File: src/rtl/fetch_pkg.sv
// Shared widths and the fetch bundle payload used by the fetch front end.
package fetch_pkg;

  localparam int unsigned FETCH_BYTES = 8;
  localparam int unsigned INST_WIDTH  = 32;
  localparam int unsigned PC_WIDTH    = 32;

  typedef struct packed {
    logic [PC_WIDTH-1:0]   pc;
    logic [INST_WIDTH-1:0] inst0;
    logic [INST_WIDTH-1:0] inst1;
  } fetch_bundle_t;

endpackage

File: src/rtl/fetch_queue.sv
// Two-entry synchronous FIFO of fetch bundles with flush; head is the oldest entry.
module fetch_queue
  import fetch_pkg::*;
(
  input  logic          clk_i,
  input  logic          rst_i,
  input  logic          enq_i,
  input  logic          deq_i,
  input  logic          flush_i,
  input  fetch_bundle_t enq_data_i,
  output logic [1:0]    count_o,
  output fetch_bundle_t head_o
);

  fetch_bundle_t entry_q [2];
  fetch_bundle_t entry_d [2];
  logic          rd_ptr_q, rd_ptr_d;
  logic [1:0]    count_q, count_d;
  logic          wr_ptr;

  always_comb begin
    entry_d  = entry_q;
    rd_ptr_d = rd_ptr_q;
    count_d  = count_q;
    // Tail slot is rd_ptr + count modulo 2; when full with a dequeue it reuses the head slot.
    wr_ptr   = rd_ptr_q ^ count_q[0];
    if (flush_i) begin
      rd_ptr_d = 1'b0;
      count_d  = 2'd0;
    end else begin
      if (enq_i) begin
        entry_d[wr_ptr] = enq_data_i;
      end
      if (deq_i) begin
        rd_ptr_d = ~rd_ptr_q;
      end
      count_d = count_q + 2'(enq_i) - 2'(deq_i);
    end
  end

  always_ff @(posedge clk_i) begin
    if (rst_i) begin
      entry_q  <= '{default: '0};
      rd_ptr_q <= 1'b0;
      count_q  <= 2'd0;
    end else begin
      entry_q  <= entry_d;
      rd_ptr_q <= rd_ptr_d;
      count_q  <= count_d;
    end
  end

  assign count_o = count_q;
  assign head_o  = entry_q[rd_ptr_q];

endmodule

File: src/rtl/fetch_unit.sv
// Instruction-fetch front end: PC, one 8-byte BRAM read per cycle, credit-limited
// issue into a 2-entry bundle queue, and flush-on-redirect.
module fetch_unit #(
  parameter int unsigned           ADDR_WIDTH  = 32,
  parameter int unsigned           INST_WIDTH  = 32,
  parameter int unsigned           FETCH_WIDTH = 64,
  parameter logic [ADDR_WIDTH-1:0] RESET_PC    = '0
) (
  input  logic                   CLK,
  input  logic                   RST,
  input  logic                   redirect_valid,
  input  logic [ADDR_WIDTH-1:0]  redirect_pc,
  output logic [ADDR_WIDTH-1:0]  mem_req_addr,
  output logic                   mem_req_valid,
  input  logic [FETCH_WIDTH-1:0] mem_resp_data,
  output logic                   out_valid,
  input  logic                   out_ready,
  output logic [ADDR_WIDTH-1:0]  out_pc,
  output logic [INST_WIDTH-1:0]  out_inst0,
  output logic [INST_WIDTH-1:0]  out_inst1
);

  import fetch_pkg::*;

  localparam int unsigned OCC_WIDTH = 3;

  logic [ADDR_WIDTH-1:0] pc_q, pc_d;
  logic [ADDR_WIDTH-1:0] inflight_pc_q, inflight_pc_d;
  logic                  inflight_q, inflight_d;
  logic [1:0]            count;
  logic [OCC_WIDTH-1:0]  occupancy;
  logic                  credit_ok;
  logic                  deq;
  logic                  enq;
  fetch_bundle_t         head;
  fetch_bundle_t         enq_data;

  // Handshake, credit and request address.
  always_comb begin
    out_valid     = (count != 2'd0) & ~redirect_valid & ~RST;
    deq           = out_valid & out_ready;
    occupancy     = OCC_WIDTH'(count) + OCC_WIDTH'(inflight_q);
    // A slot freed by this cycle's dequeue counts as credit for a new request.
    credit_ok     = occupancy < (OCC_WIDTH'(2) + OCC_WIDTH'(deq));
    mem_req_valid = ~RST & (redirect_valid | credit_ok);
    mem_req_addr  = redirect_valid ? {redirect_pc[ADDR_WIDTH-1:2], 2'b00} : pc_q;
    enq           = inflight_q & ~redirect_valid & ~RST;
  end

  always_comb begin
    pc_d          = pc_q;
    inflight_d    = 1'b0;
    inflight_pc_d = inflight_pc_q;
    if (mem_req_valid) begin
      pc_d          = mem_req_addr + ADDR_WIDTH'(FETCH_BYTES);
      inflight_d    = 1'b1;
      inflight_pc_d = mem_req_addr;
    end
  end

  always_ff @(posedge CLK) begin
    if (RST) begin
      pc_q          <= RESET_PC;
      inflight_q    <= 1'b0;
      inflight_pc_q <= '0;
    end else begin
      pc_q          <= pc_d;
      inflight_q    <= inflight_d;
      inflight_pc_q <= inflight_pc_d;
    end
  end

  always_comb begin
    enq_data.pc    = inflight_pc_q;
    enq_data.inst0 = mem_resp_data[INST_WIDTH-1:0];
    enq_data.inst1 = mem_resp_data[FETCH_WIDTH-1:INST_WIDTH];
  end

  fetch_queue u_queue (
    .clk_i      (CLK),
    .rst_i      (RST),
    .enq_i      (enq),
    .deq_i      (deq),
    .flush_i    (redirect_valid),
    .enq_data_i (enq_data),
    .count_o    (count),
    .head_o     (head)
  );

  // Head fields read as zero while reset is asserted.
  always_comb begin
    out_pc    = RST ? '0 : head.pc;
    out_inst0 = RST ? '0 : head.inst0;
    out_inst1 = RST ? '0 : head.inst1;
  end

endmodule

File: config.mk
export PLATFORM = sky130hd
export DESIGN_NAME = fetch_unit
export DESIGN_NICKNAME = d
export VERILOG_FILES = /design/src/rtl/fetch_pkg.sv /design/src/rtl/fetch_queue.sv /design/src/rtl/fetch_unit.sv
export SDC_FILE = /design/constraint.sdc
export NUM_CORES = 1
export LEC_CHECK = 0
export CORE_ASPECT_RATIO = 1.5
export CORE_MARGIN = 2
export CORE_UTILIZATION = 45
export DETAILED_ROUTE_END_ITERATION = 8
export PLACE_DENSITY_LB_ADDON = 0.12
export SYNTH_ARGS = -nofsm -noshare
export SYNTH_HDL_FRONTEND = slang
export SYNTH_SLANG_ARGS = --single-unit
File: constraint.sdc
create_clock -name CLK -period 4.18 [get_ports CLK]
set_input_delay 1.254 -clock CLK [delete_from_list [all_inputs] [get_ports CLK]]
set_output_delay 1.254 -clock CLK [all_outputs]
set_load 0.1 [all_outputs]
==> impl_metrics.json, run 1 <==
{
  "postSynthAreaPerCell_um2": 7.708,
  "dr_total_vias": 10590,
  "initial_utilization_pct": 45.75,
  "cp-end-kind": "output pin",
  "grt_use_met3_pct": 2.359,
  "path_buf_inv": 3,
  "relSlewSlack_pct": 51.22,
  "place_area_um2": 15340,
  "die_area_um2": 26790,
  "hold_class": "reg -> reg",
  "crit_cells": 6,
  "arrival_ps": 2790,
  "startpoint": "out_ready",
  "rows": 71,
  "cts_tree": "yes",
  "post_cts.repair.setup_buffers": 0,
  "num-fill-cells": 2175,
  "combPwrFrac_pct": 15.4,
  "utilization_pct": 64.91,
  "cts_hold_buf": 0,
  "grt_pass1_vias": 10260,
  "finalCriticalPeriod_ps": 4041,
  "fmax_mhz": 247.5,
  "cts_root_buffer": "clkbuf_16",
  "synth-seq-cells": 257,
  "clkPwrFrac_pct": 41.6,
  "path_delay_family": "buffers and inverters",
  "finalCritPeriodShare_pct": 96.68,
  "design_area_um2": 16260,
  "clk_path_buf_depth": 3,
  "ant_nets": 0,
  "seq_area_um2": 5149,
  "p_sw_mw": 1.583,
  "holdWs_ps": 452.2,
  "dieHeight_um": 199.5,
  "area_growth_pct": 41.86,
  "core_area_um2": 25050,
  "required_ps": 2930,
  "leakagePower_nw": 5.810,
  "sequentialPowerShare_pct": 43.0,
  "crit_path_max_incr_delay_ps": 490,
  "endpoint": "mem_req_valid",
  "drt_iter0_markers": 526,
  "power_density_nw_per_um2": 367.1,
  "grtUsageMet1_pct": 27.97,
  "grt_busiest_layer": "met2",
  "maxCapViolCount": 0,
  "ir_drop_mv": 0.2738,
  "p_sw_share_pct": 26.52,
  "p_int_mw": 4.386,
  "grtUsageMet2_pct": 40.53,
  "dr.pass1.iters": 5,
  "cp-start-kind": "input pin",
  "clkLatencyLatePin_ps": 520,
  "r2r-end": "u_queue.entry_q[47]",
  "max_slew.worst_pin.slew_ps": 731.8,
  "cpMaxStageDelayCell": "clkdlybuf4s50_1",
  "multi_input_comb_area_um2": 6072,
  "netlist.area_leader.share_pct": 44.89,
  "portBuffers": 227,
  "worstPathCellList": "clkdlybuf4s50_1 -> and3_1 -> a21o_2 -> nand2_1 -> clkinvlp_4 -> buf_12",
  "wire_per_inst_um": 15.39,
  "synthCells": 1487,
  "yosysWarnings": 0,
  "synth_cell_types": 50,
  "io_pins": 230,
  "grt_max_degree": 127,
  "final.setup.worst_slack_ps": 139.0,
  "hold_viol": 0,
  "grt_remaining_overflow": 0,
  "yosysTopAreaCell": "dfxtp_1",
  "path_clk_slew_ps": 60,
  "cp_max_fo": 3,
  "clock-skew-final_ps": 10.08,
  "routed_wl_um": 30840,
  "ys_seq_area_share_pct": 44.89,
  "h-tree-depth": 1,
  "gp_congestion": 0.8806,
  "crit_type": "in -> out",
  "drc": 0,
  "synth_area_um2": 11460,
  "setup_viol": 0,
  "ctsResizeCount": 0,
  "r2r_cells": 5,
  "dpl_worst_slack_ps": 152.5,
  "grt_pass1_wl_um": 50040,
  "rr_startpoint": "u_queue.rd_ptr_q",
  "dieWidth_um": 134.3,
  "status": "complete, no violations",
  "slew_violations": 0,
  "rsz0062_at_grt": "no",
  "syn-num-nets": 1592,
  "drive_above_1_share_pct": 19.21,
  "tns_ps": 0,
  "r2r_slack_ps": 1680,
  "grt_use_total_pct": 22.55,
  "synth_edf_count": 0,
  "cts_made_buffers": 25,
  "ys.flop_type": "dfxtp_1",
  "synthTopCellsByArea": "dfxtp_1 (45%), nand2_1 (14%), mux2i_1 (10%)",
  "cts_sinks": 257,
  "dp_hpwl_um": 19720,
  "via_per_inst": 5.286,
  "n_antenna_cell": 0,
  "nets": 1765,
  "antenna_found_initial": 0,
  "synthArstFlopShare_pct": 0
}
-- flip-flops by register name, indices dropped and copies added, names as in the netlist --
register	flops
inflight_pc_q	29
inflight_q	1
pc_q	32
u_queue.count_o	2
u_queue.entry_q	192
u_queue.rd_ptr_q	1
-- worst min-delay path by stage --
stage / startpoint / endpoint / slack [ps] / cells past startpoint
floorplan: u_queue.entry_q[100] / u_queue.entry_q[100] / 440 / 2
global placement: u_queue.entry_q[63] / u_queue.entry_q[63] / 440 / 2
finish: u_queue.entry_q[172] / u_queue.entry_q[172] / 450 / 2
global route: u_queue.entry_q[129] / u_queue.entry_q[129] / 470 / 2
CTS: u_queue.entry_q[128] / u_queue.entry_q[128] / 450 / 2
detailed placement: u_queue.entry_q[128] / u_queue.entry_q[128] / 450 / 2
-- synth_stat cells (8+ instances only) --
master,instances
xnor2_1,11
nand3b_1,8
nand3_1,40
nor3_1,16
clkbuf_1,90
or4_1,8
dfxtp_1,257
nand2_1,418
a21oi_1,202
buf_1,16
inv_1,32
nor2_1,142
nand4_1,11
a211oi_1,24
mux2i_1,117
-- worst reg2reg max path: cells and delay by family (launching register included) --
family / cells / cell delay (ps)
compound gates: 1 / 60
xor+xnor: 1 / 430
flops: 1 / 770
simple gates: 2 / 660
buf+inv: 1 / 440
-- placed cells by master, fill, tap and decap left out, types with 3 or more instances in the layout --
master	synthesis	layout
a211o_1	4	4
a211oi_1	24	24
a21oi_1	202	202
a22oi_1	6	6
and2_1	7	7
and3_1	4	4
buf_12	0	112
buf_4	0	50
bufinv_16	0	4
clkbuf_16	0	26
clkbuf_8	0	9
clkdlybuf4s50_1	0	95
dfxtp_1	257	256
ha_1	5	5
inv_1	32	31
mux2_2	7	5
mux2i_1	117	117
nand2_1	418	418
nand3_1	40	38
nand3b_1	8	8
nand4_1	11	11
nand4b_1	5	5
nor2_1	142	44
nor2_2	0	96
nor3_1	16	16
nor4_1	3	3
o2111ai_1	4	4
o21ai_0	7	7
o31ai_1	4	4
or4_1	8	8
xnor2_1	11	11
xor2_1	3	3
-- cell families (layout without fill, tap and decap cells) --
kind of cell,Yosys count,in the layout,synth area share [%]
DFF,257,257,44.89
AOI/OAI and AO/OA,270,270,13.33
xor gates and xnor gates,14,14,1.070
adders and majority gates,5,5,0.5458
muxes,124,124,10.90
and+or+nand+nor,672,672,24.39
buffers and inverters,145,334,4.879
-- per-layer routing --
layer  wire [um]  share of wire [%]
met1       13040                 42
met2       15490                 50
met3        1362                4.4
met4         951                3.1
met5           0                  0
-- metrics by stage --
| step | power (mW) | instances |
|---|---|---|
| floorplan | 3.167 | 1487 |
| global placement | 3.531 | 1961 |
| detailed placement | 3.539 | 1961 |
| CTS | 6.029 | 2004 |
| global route | 6.185 | 2004 |
| finish | 5.969 | 2004 |
-- power groups by stage --
stage / Combinational, mW / Sequential (mW) / Clock (mW)
2_1_floorplan: 0.561 / 2.61 / 0
3_3_place_gp: 0.914 / 2.62 / 0
3_5_place_dp: 0.920 / 2.62 / 0
4_1_cts: 0.923 / 2.56 / 2.54
5_1_grt: 0.972 / 2.57 / 2.64
6_report: 0.919 / 2.57 / 2.48
-- area by class of cell --
cell class | instances | area share [%]
multi-input combinational | 1085 | 37.34
clock inverter | 7 | 0.8541
timing repair buffer | 259 | 22.07
inverter | 32 | 0.7618
sequential | 257 | 31.66
tap | 328 | 2.524
clock buffer | 36 | 4.786
(Power assumes the default switching activity.)
==> inputs of run 2 (changes only) <==
==> constraint.sdc (replaced) <==
create_clock -name CLK -period 4.18 [get_ports CLK]
set_input_delay 1.254 -clock CLK [delete_from_list [all_inputs] [get_ports CLK]]
set_output_delay 1.254 -clock CLK [all_outputs]
set_load 0.01 [all_outputs]
==> impl_metrics.json, run 2 (synthesis gave the netlist of run 1 again) <==
{
  "cts_made_buffers": 25,
  "maxCapViolCount": 0,
  "layout_common_cells": "nand2_1 (418), dfxtp_1 (256), clkdlybuf4s50_1 (225), a21oi_1 (202), nor2_1 (140)",
  "grt_pass1_vias": 10210,
  "relSlewSlack_pct": 45.11,
  "grt_use_total_pct": 22.06,
  "p_int_mw": 4.178,
  "cpMaxStageDelayCell": "clkdlybuf4s50_1",
  "wire_per_inst_um": 15.09,
  "arrival_ps": 2870,
  "clkLatencyLatePin_ps": 520,
  "leakagePower_nw": 5.320,
  "rows": 71,
  "crit_top_cell": "clkdlybuf4s50_1",
  "num-fill-cells": 2341,
  "cts_tree": "yes",
  "cts_root_buffer": "clkbuf_16",
  "core_area_um2": 25050,
  "ant_nets": 0,
  "p_sw_share_pct": 23.24,
  "dr_total_vias": 10720,
  "grt_remaining_overflow": 0,
  "reg_top3": "u_queue.entry_q (192), pc_q (32), inflight_pc_q (29)",
  "routed_wl_um": 30520,
  "dp_hpwl_um": 19560,
  "clkPwrFrac_pct": 42.8,
  "cp-end-kind": "output pin",
  "antenna_found_initial": 0,
  "grt_max_degree": 99,
  "initial_utilization_pct": 45.75,
  "largest_reg_flops": 192,
  "path_delay_family": "buffers and inverters",
  "crit_type": "in -> out",
  "dr.pass1.iters": 5,
  "ctsResizeCount": 0,
  "hold_viol": 0,
  "design_area_um2": 15090,
  "nets": 1782,
  "grt_pass1_wl_um": 49400,
  "p_sw_mw": 1.265,
  "fmax_mhz": 242.6,
  "finalCritPeriodShare_pct": 98.63,
  "final_common_cell": "nand2_1",
  "die_area_um2": 26790,
  "path_buf_inv": 3,
  "tns_ps": 0,
  "cp-start-kind": "input pin",
  "worstPathCellList": "clkdlybuf4s50_1 -> and3_1 -> a21o_2 -> nand2_1 -> inv_1 -> clkdlybuf4s50_1",
  "crit_path_max_incr_delay_ps": 540,
  "sequentialPowerShare_pct": 47.1,
  "n_antenna_cell": 0,
  "cts_hold_buf": 0,
  "place_area_um2": 14240,
  "post_cts.repair.setup_buffers": 0,
  "h-tree-depth": 1,
  "combPwrFrac_pct": 10.1,
  "io_pins": 230,
  "slew_violations": 0,
  "ir_drop_mv": 0.3333,
  "dieWidth_um": 134.3,
  "finalCriticalPeriod_ps": 4123,
  "drt_iter0_markers": 601,
  "drc": 0,
  "setup_viol": 0,
  "clk_path_buf_depth": 3,
  "cts_sinks": 257,
  "gp_congestion": 0.8671,
  "cp_max_fo": 2,
  "dieHeight_um": 199.5,
  "clock-skew-final_ps": 14.94,
  "via_per_inst": 5.301,
  "hold_class": "reg -> reg",
  "area_growth_pct": 31.65,
  "drive_above_1_share_pct": 6.434,
  "regMostFlops": "u_queue.entry_q",
  "power_density_nw_per_um2": 360.7,
  "max_slew.worst_pin.slew_ps": 823.3,
  "rsz0062_at_grt": "no",
  "path_clk_slew_ps": 60,
  "required_ps": 2930,
  "status": "complete, no violations",
  "portBuffers": 227
}
-- run 2: path summary, 6_finish.rpt --
| kind | startpoint | endpoint | slack [ps] | cells after the start |
|---|---|---|---|---|
| hold reg to reg | u_queue.entry_q[146] | u_queue.entry_q[146] | 450 | 2 |
| setup / recovery | out_ready | mem_req_valid | 60 | 6 |
| setup reg to reg | u_queue.rd_ptr_q | u_queue.entry_q[43] | 1730 | 5 |
| hold / removal | u_queue.entry_q[146] | u_queue.entry_q[146] | 450 | 2 |
-- run 2: power by group through the flow --
stage                     sequential [mW]  combinational (mW)  clock (mW)
after floorplan                      2.61               0.269           0
after global placement               2.62               0.544           0
after detailed placement             2.62               0.548           0
after CTS                            2.56               0.551        2.38
after global routing                 2.57               0.601        2.47
final                                2.57               0.548        2.33
-- run 2: layer usage --
metal  GRT usage [%]  vias to the layer above  share of wire (%)
li1                -                     5359                  -
met1           28.06                     5028                 44
met2           38.83                      278                 48
met3           2.410                       54                4.7
met4           7.368                        0                3.0
met5               0                        -                  0
-- run 2: stage by stage --
| stage | std cells | util [%] | hold slack, ps | total power [mW] | worst slack [ps] |
|---|---|---|---|---|---|
| finish | 2022 | 60.23 | 452.3 | 5.443 | 57.40 |
| global route | 2022 | 60.23 | 468.0 | 5.648 | 19.01 |
| detailed placement | 1978 | 56.86 | 445.6 | 3.167 | 79.13 |
| global placement | 1978 | 56.86 | 440.7 | 3.160 | 81.20 |
| CTS | 2022 | 60.23 | 454.4 | 5.493 | 68.71 |
| floorplan | 1487 | - | 435.7 | 2.875 | 104.7 |
-- run 2: cell type report --
| type | instances | area (um^2) | share of cell area [%] |
|---|---|---|---|
| inverters | 32 | 120.1 | 0.7960 |
| flip-flops and latches | 257 | 5149 | 34.12 |
| clock inverters | 8 | 118.9 | 0.7877 |
| repair buffers | 276 | 2740 | 18.16 |
| clock buffers | 36 | 726.9 | 4.818 |
| multi-input cells | 1085 | 5824 | 38.60 |
| well taps | 328 | 410.4 | 2.720 |
-- run 2: tightest hold or removal path: stages, from the launching register on --
cell     delay (ps)
dfxtp_1         310
nand2_1          50
a21oi_1          50
==> inputs of run 3 (changes only) <==
--- a/config.mk
+++ b/config.mk
@@ -13,3 +13,4 @@
 export SYNTH_ARGS = -nofsm -noshare
 export SYNTH_HDL_FRONTEND = slang
 export SYNTH_SLANG_ARGS = --single-unit
+export TNS_END_PERCENT = 5
==> results of run 3 <==
Same layout as run 2: the final DEF is identical, and so are final timing and power.
